## src/rtl/flatten_frame_sequencer_pkg.sv

```systemverilog
// Shared geometry, ordering and state definitions for the flatten frame sequencer.
package flatten_frame_sequencer_pkg;
  localparam int H  = 14;
  localparam int W  = 14;
  localparam int C  = 16;
  localparam int HW = H * W;
  localparam int N  = HW * C;
  localparam int DW = 8;
  localparam int AW = 12;

  localparam int ORDER_CHW = 0;
  localparam int ORDER_HWC = 1;

  typedef enum logic [1:0] {
    S_IDLE,
    S_PRIME,
    S_STREAM,
    S_DONE
  } state_e;
endpackage

```

## src/rtl/fm_addr_gen.sv

```systemverilog
// Incremental feature-map address walker; CHW is a plain counter, HWC walks
// channels innermost by striding one plane (H*W) per step.
module fm_addr_gen
  import flatten_frame_sequencer_pkg::*;
#(
  parameter int ORDER = ORDER_CHW
) (
  input  logic          clk_i,
  input  logic          rst_i,
  input  logic          step_i,
  input  logic          clear_i,
  output logic [AW-1:0] addr_o,
  output logic          last_o
);
  localparam logic [AW-1:0] ADDR_LAST = AW'(N - 1);

  logic [AW-1:0] addr_q, addr_d;

  generate
    if (ORDER == ORDER_HWC) begin : g_hwc
      localparam int CW = $clog2(C);
      localparam logic [CW-1:0] C_LAST = CW'(C - 1);
      localparam logic [AW-1:0] P_LAST = AW'(HW - 1);
      logic [AW-1:0] p_q, p_d;
      logic [CW-1:0] c_q, c_d;

      always_comb begin
        p_d    = p_q;
        c_d    = c_q;
        addr_d = addr_q;
        if (clear_i) begin
          p_d    = '0;
          c_d    = '0;
          addr_d = '0;
        end else if (step_i) begin
          if (c_q == C_LAST) begin
            // Channel wrap: back to plane 0 at the next spatial position.
            c_d    = '0;
            p_d    = p_q + AW'(1);
            addr_d = p_q + AW'(1);
          end else begin
            c_d    = c_q + CW'(1);
            addr_d = addr_q + AW'(HW);
          end
        end
      end

      always_ff @(posedge clk_i) begin
        if (rst_i) begin
          p_q <= '0;
          c_q <= '0;
        end else begin
          p_q <= p_d;
          c_q <= c_d;
        end
      end

      assign last_o = (p_q == P_LAST) && (c_q == C_LAST);
    end else begin : g_chw
      always_comb begin
        addr_d = addr_q;
        if (clear_i)     addr_d = '0;
        else if (step_i) addr_d = addr_q + AW'(1);
      end

      assign last_o = (addr_q == ADDR_LAST);
    end
  endgenerate

  always_ff @(posedge clk_i) begin
    if (rst_i) addr_q <= '0;
    else       addr_q <= addr_d;
  end

  assign addr_o = addr_q;
endmodule

```

## src/rtl/flatten_frame_sequencer.sv

```systemverilog
// Streams one pooled feature map from the pool-output buffer into the Flatten
// layer with FC backpressure, and cross-checks Flatten's frame_done.
module flatten_frame_sequencer
  import flatten_frame_sequencer_pkg::*;
#(
  parameter int ORDER = ORDER_CHW
) (
  input  logic          clk_i,
  input  logic          rst_i,
  input  logic          start_i,
  input  logic          abort_i,
  output logic          busy_o,
  output logic          done_o,
  output logic          err_o,
  output logic          buf_rd_en_o,
  output logic [AW-1:0] buf_addr_o,
  input  logic [DW-1:0] buf_dout_i,
  output logic          fl_en_o,
  output logic          fl_frame_start_o,
  output logic          fl_in_valid_o,
  output logic [DW-1:0] fl_din_o,
  input  logic          fl_frame_done_i,
  input  logic          ds_ready_i
);
  localparam logic [AW-1:0] EMIT_LAST = AW'(N - 1);

  state_e        state_q, state_d;
  logic          v1_q, v1_d;
  logic          rd_done_q, rd_done_d;
  logic          err_q, err_d;
  logic [AW-1:0] emit_q, emit_d;
  logic          adv, rd_en, beat, last_beat, rd_last;

  fm_addr_gen #(.ORDER(ORDER)) u_addr (
    .clk_i  (clk_i),
    .rst_i  (rst_i),
    .step_i (rd_en),
    .clear_i(state_q == S_PRIME),
    .addr_o (buf_addr_o),
    .last_o (rd_last)
  );

  always_comb begin
    state_d   = state_q;
    v1_d      = v1_q;
    rd_done_d = rd_done_q;
    emit_d    = emit_q;
    err_d     = err_q;
    adv       = !v1_q || ds_ready_i;
    rd_en     = (state_q == S_STREAM) && !rd_done_q && adv;
    beat      = (state_q == S_STREAM) && v1_q && ds_ready_i;
    last_beat = beat && (emit_q == EMIT_LAST);

    if (beat) begin
      emit_d = emit_q + AW'(1);
      if (fl_frame_done_i != (emit_q == EMIT_LAST)) err_d = 1'b1;
    end
    if (rd_en && rd_last)                rd_done_d = 1'b1;
    if ((state_q == S_STREAM) && adv)    v1_d      = rd_en;

    case (state_q)
      S_IDLE:   if (start_i && !abort_i) begin
                  state_d = S_PRIME;
                  err_d   = 1'b0;
                end
      S_PRIME:  begin
                  state_d   = S_STREAM;
                  emit_d    = '0;
                  rd_done_d = 1'b0;
                end
      S_STREAM: if (last_beat) state_d = S_DONE;
      S_DONE:   state_d = S_IDLE;
      default:  state_d = S_IDLE;
    endcase

    if (abort_i && (state_q != S_IDLE)) begin
      state_d = S_IDLE;
      v1_d    = 1'b0;
    end
  end

  always_ff @(posedge clk_i) begin
    if (rst_i) begin
      state_q   <= S_IDLE;
      v1_q      <= 1'b0;
      rd_done_q <= 1'b0;
      err_q     <= 1'b0;
      emit_q    <= '0;
    end else begin
      state_q   <= state_d;
      v1_q      <= v1_d;
      rd_done_q <= rd_done_d;
      err_q     <= err_d;
      emit_q    <= emit_d;
    end
  end

  // The buffer holds its output while no read is issued, so its output
  // register doubles as the capture stage for the pending sample.
  assign fl_din_o         = v1_q ? buf_dout_i : '0;
  assign fl_in_valid_o    = beat;
  assign fl_en_o          = (state_q == S_PRIME) || (state_q == S_STREAM);
  assign fl_frame_start_o = (state_q == S_PRIME);
  assign buf_rd_en_o      = rd_en;
  assign busy_o           = (state_q != S_IDLE);
  assign done_o           = (state_q == S_DONE);
  assign err_o            = err_q;
endmodule

```

## config.mk

```make
export PLATFORM = sky130hd
export DESIGN_NAME = flatten_frame_sequencer
export DESIGN_NICKNAME = d
export VERILOG_FILES = /design/src/rtl/flatten_frame_sequencer_pkg.sv /design/src/rtl/fm_addr_gen.sv /design/src/rtl/flatten_frame_sequencer.sv
export SDC_FILE = /design/constraint.sdc
export NUM_CORES = 1
export LEC_CHECK = 0
export ABC_AREA = 1
export BUFFER_PORTS_ARGS = -buffer_cell sky130_fd_sc_hd__buf_4
export CORE_ASPECT_RATIO = 0.75
export CORE_UTILIZATION = 47
export DETAILED_ROUTE_END_ITERATION = 10
export HOLD_SLACK_MARGIN = 0.02
export PLACE_DENSITY = 0.71
export SLEW_MARGIN = 20
export SYNTH_ARGS = -nofsm -noshare
export SYNTH_HDL_FRONTEND = slang
export SYNTH_SLANG_ARGS = --single-unit
```

## constraint.sdc

```tcl
create_clock -name clk_i -period 1.35 [get_ports clk_i]
set_input_delay 0.135 -clock clk_i [delete_from_list [all_inputs] [get_ports clk_i]]
set_output_delay 0.135 -clock clk_i [all_outputs]
set_load 0.02 [all_outputs]
```

* Yosys cells after proc, flatten, opt, wreduce, memory -nomap -nowiden
Cells that the tools add are included.
** Operators by class
- Equality and inequality tests :: 8
- Reductions and logical operators :: 19
- Add/subtract/negate cells :: 2
- Multiplexer cells :: 8
** Operator list (number)
- $add A12 B1 Y12 const B :: 2
- $eq A12 B12 Y1 const B :: 2
- $logic_and A1 B1 Y1 :: 9
- $mux W8 :: 1
- $pmux W2 S4 :: 1
- $eq A2 B2 Y1 const B :: 2
- $mux W1 :: 4
- $mux W2 :: 2
- $ne A2 B2 Y1 const B :: 2
- $reduce_or A2 Y1 :: 2
- $logic_not A1 Y1 :: 3
- $eq A2 B1 Y1 const B :: 1
- $logic_not A2 Y1 :: 1
- $logic_or A1 B1 Y1 :: 2
- $reduce_and A2 Y1 :: 1
- $reduce_bool A2 Y1 :: 1
- $ne A1 B1 Y1 :: 1
** Storage, ports and cells
- Logic and storage cells :: 43
- Register bits after elaboration :: 29

* Depth between registers and ports, before layout
- Depth in word-level cells :: 6
- Gate-level depth with buffers :: 12
- Depth with buffers taken out :: 12

* By module
From an unflattened synthesis, not the netlist that was laid out.
** Second synthesis, totals
- Cell total of the unflattened synthesis :: 251
- Area, all modules :: 1680.4 um^2
** By module, submodules not included
- flatten_frame_sequencer :: area an instance 1051.0 um^2, cells each 163, sequential area each 340.3 um^2, instances 1
- fm_addr_gen :: area an instance 629.4 um^2, cells each 88, sequential area each 240.2 um^2, instances 1

* Worst setup path before layout
No wires, ideal clock.
- Kind :: reg-to-reg
- Start :: register state_q[0]
- End :: register state_q[1]
- Setup slack :: -236 ps
- Data arrival time :: 1473 ps
- Stages on the path, launching flop included :: 11
- Library setup time :: 113 ps
- Path through :: dfxtp_1 -> inv_1 -> ha_1 -> nand3_4 -> clkinv_1 -> nand3_1 -> nand2_1 -> nand2_1 -> nand2_1 -> nand2_1 -> nor2_1
** On the way
- Longest elaborated chain between the ends :: 6
- Elaborated cells on any way between the ends :: 14
- Those cells by class :: eq/ne (5); mux (1); reduce/logical (8)
** Ends and longest elaborated chain
- from (decl) :: line flatten_frame_sequencer.sv:27 : state_e state_q, state_d;
- from (signal assigned) :: line flatten_frame_sequencer.sv:90 : state_q <= state_d;
- $eq A2 B2 Y1 :: line flatten_frame_sequencer.sv:51 : beat = (state_q == S_STREAM) && v1_q && ds_ready_i;
- $logic_and A1 B1 Y1 (2 in series) :: line flatten_frame_sequencer.sv:51
- named net fl_in_valid_o :: line flatten_frame_sequencer.sv:20 : output logic fl_in_valid_o,
- $logic_and A1 B1 Y1 :: line flatten_frame_sequencer.sv:52 : last_beat = beat && (emit_q == EMIT_LAST);
- $ne A2 B2 Y1 (no line)
- $reduce_and A2 Y1 (no line)
The timed path passes the listed nets, and every way through them passes these cells.
A chain may end at the register's enable or synchronous reset.

* Worst setup path in the final report
- Start :: register state_q[0]
- End :: output port fl_in_valid_o
** On the way
- Longest elaborated chain between the ends :: 3
** Ends and longest elaborated chain (line)
- $eq A2 B2 Y1 :: flatten_frame_sequencer.sv:51
- $logic_and A1 B1 Y1 (2 in series) :: flatten_frame_sequencer.sv:51
- to (decl) :: flatten_frame_sequencer.sv:20
Every way passes these cells.

==> results.md <==
* RSZ-0062 raised after global routing: yes
* Setup Viol. Count Final at 19
* Clock buffer count from CTS at 5
* Commonest cells after routing, fill and taps aside: buf_4 (60), nand2_1 (49), inv_1 (32), dfxtp_1 (25), nor2_1 (24)
* Final Cell Area at ~2600 sq um
* Detail Route Antenna Nets at 0
* Number of cell rows at 17
* Remaining DRCs at 0
* Critical path class: reg -> out
* Routed length per instance at 13.0 um
* Crit path launch: state_q[0]
* DIE AREA at about 3600 sq um
* Worst slew pin tran at slightly below 0.4 ns
* Leak Pwr at 1.20 nW
* Final hold vios at 0
* Crit path DAT at between 1 and 1.5 ns
* H-Tree Depth at 2
* Area contributors post-synth: dfxtp_1 (37%), nand2_1 (13%), inv_1 (8.6%), nor2_1 (6.7%), a21oi_1 (6.0%)
* CP required at ~1.2 ns
* Final Worst Setup Slack at -0.136 ns
* Antenna cells at 0
* Register bit total from synthesis at 29
* Post-synth EDFFs at 0
* First-pass GRT wire length at 5.59 mm
* Fmax achieved at between 600 and 700 MHz
* Tot GR Track Use at 0.215
* Power Total at between 3 and 4 mW
* Reg2Reg Setup Slack at -0.13 ns
* Worst Hold Margin at 0.195 ns
* Die X at roughly 69 um
* Core area at 3060 sq um
* Clk buf depth at 2
* Top_reg_cell synth: dfxtp_1
* Most common cell after layout, fill and taps aside: buf_4
* Layout area overhead at 63.3%
* Leading area contributor after synthesis: dfxtp_1
* Crit. End Element: output pin
* Placer Congestion at approximately 0.82
* Int Pwr at ~2 mW
* # IOs at ~40
* Ys async rst share at 0
* Die H at between 50 and 60 um
* Synthesized Nets at 248
* Vias/cell at between 4 and 5
* Part of the power in registers at 0.308
* HP Class: in -> reg
* Violations in the final reports: negative setup slack
* Vias in the first global route at 1,354
* P per Cell Area at 1220 nW/um^2
* Sink Count at 29
* Cell count of the worst reg-to-reg path at 11
* Tcrit/Tclk final at 1.10
* Buffers on Ports at 40
* Slew HR at 0.740
* Post-DP HPWL at about 2.7 mm
* Share of layout cells above drive strength 1 at 0.438
* VDD IR max at between 800 and 900 uV
* Clock power frac at 0.234
* Post-Syn Area per Cell at roughly 7 sq um
* Final wirelength at 4.49 mm
* Sw Share at 0.358
* Sw power at 1.13 mW
* Max Cap Violations at 0
* Final core utilization at 0.839
* Sequential area share after synthesis at 0.369
* Final min period at about 1.5 ns
* Yosys cell types at 29
* Largest net degree at the start of global routing at 14
* Initial antenna violation count at 0
* Clock Latency Late Sink at ~0.28 ns
* Cell Area, Placed at 2080 sq um
* Slew Limit Fails at 0
* R2r startpoint: state_q[0]
* Critical R2R Capture: u_addr.addr_o[11]
* CP endpoint: fl_in_valid_o
* Nets at roughly 330
* Area share of the largest cell type after synthesis at 0.369
* Initial core utilization at 0.514
* Clk_skew at 0.00491 ns
* Setup TNS at -1.46 ns
* Hold-fix buffers, CTS at 0
* Combinational share of power at 0.459
* Synth Instances at 227
* Grt total ovfl at 0
* Iter 0 DRT Violations at 35
* Clk pin slew, worst setup/hold paths at 0.06 ns
* DR vias at between 1,500 and 2,000
* Crit-path max FO at 4
* Clock Tree Root: clkbuf_8
* Synth Cell Area at 1570 sq um
* Startpoint Class: register
* CTS tree: built
* Status: finished, violations left
* Yosys Warn Count at 0
* DRT Pass-1 Iters at 4
synth_stat cells, drive strengths merged, types with 2 or more instances:
library cell	number
nor3b	3
clkinv	2
a21oi	19
nand3	13
nand2	56
inv	38
o21ai	12
nor2	32
dfxtp	29
nor3	7
o21a	2
ha	7
flip-flops by register name (all words and copies together), names as in the netlist:
register	cells
emit_q	12
err_o	1
rd_done_q	1
state_q	2
u_addr.addr_o	12
v1_q	1
routing by layer:
layer  part of all wire  routed length, um  global-route usage  vias to the layer above
met5                  0                  0                   0                        -
met4              0.026                116              0.0612                        0
met3              0.065                291              0.0614                       13
met2               0.46               2060               0.351                       53
met1               0.45               2010               0.275                      767
li1                   -                  -                   -                      880
critical path, cell delays in order (launching register included):
cell	delay (ns)
dfxtp_2	0.33
inv_2	0.05
ha_4	0.17
nand3_4	0.13
buf_6	0.12
clkinv_4	0.04
buf_6	0.11
buf_6	0.12
logic make-up after synthesis:
kind of cell | count (synthesis) | synth area share
compound gates | 35 | 0.118
xor+xnor | 1 | 0.00557
fa+ha+maj | 7 | 0.0556
buf+inv | 42 | 0.109
flops | 29 | 0.369
simple gates | 113 | 0.343
worst min path at each step:
stage,startpoint,to,depth (start not counted)
6_report,rst_i,err_o,3
5_1_grt,rst_i,err_o,3
4_1_cts,rst_i,err_o,3
3_5_place_dp,err_o,err_o,2
3_3_place_gp,err_o,err_o,2
2_1_floorplan,rst_i,err_o,2
power groups by stage:
stage	Clock [mW]	Combinational (mW)	Sequential (mW)
after detailed placement	0	1.02	0.967
after floorplan	0	0.599	0.983
after CTS	0.726	1.17	0.954
after global routing	0.779	1.56	0.973
after global placement	0	1.01	0.965
final	0.736	1.44	0.967
stage by stage:
step                setup slack [ns]  cells
floorplan                    -0.0128    227
global placement             -0.0276    324
detailed placement           -0.0851    324
CTS                           -0.111    336
global route                  -0.216    346
finish                        -0.136    346
repair_timing:
action,4_1_cts,5_1_grt
setup buffers,5,10
gates cloned,0,1
gates resized for setup,28,41
pin swaps,6,22
setup endpoints to repair,16,28
final cells by class:
| type | count | area (sq um) |
|---|---|---|
| Inverter | 40 | 168 |
| Tap cell | 38 | 47.5 |
| Timing Repair Buffer | 76 | 657 |
| Clock buffer | 7 | 86.3 |
| Multi-Input combinational cell | 156 | 1020 |
| Sequential cell | 29 | 588 |
| Fill cell | 186 | 493 |
Note: power is estimated with default switching activity, not from simulation.
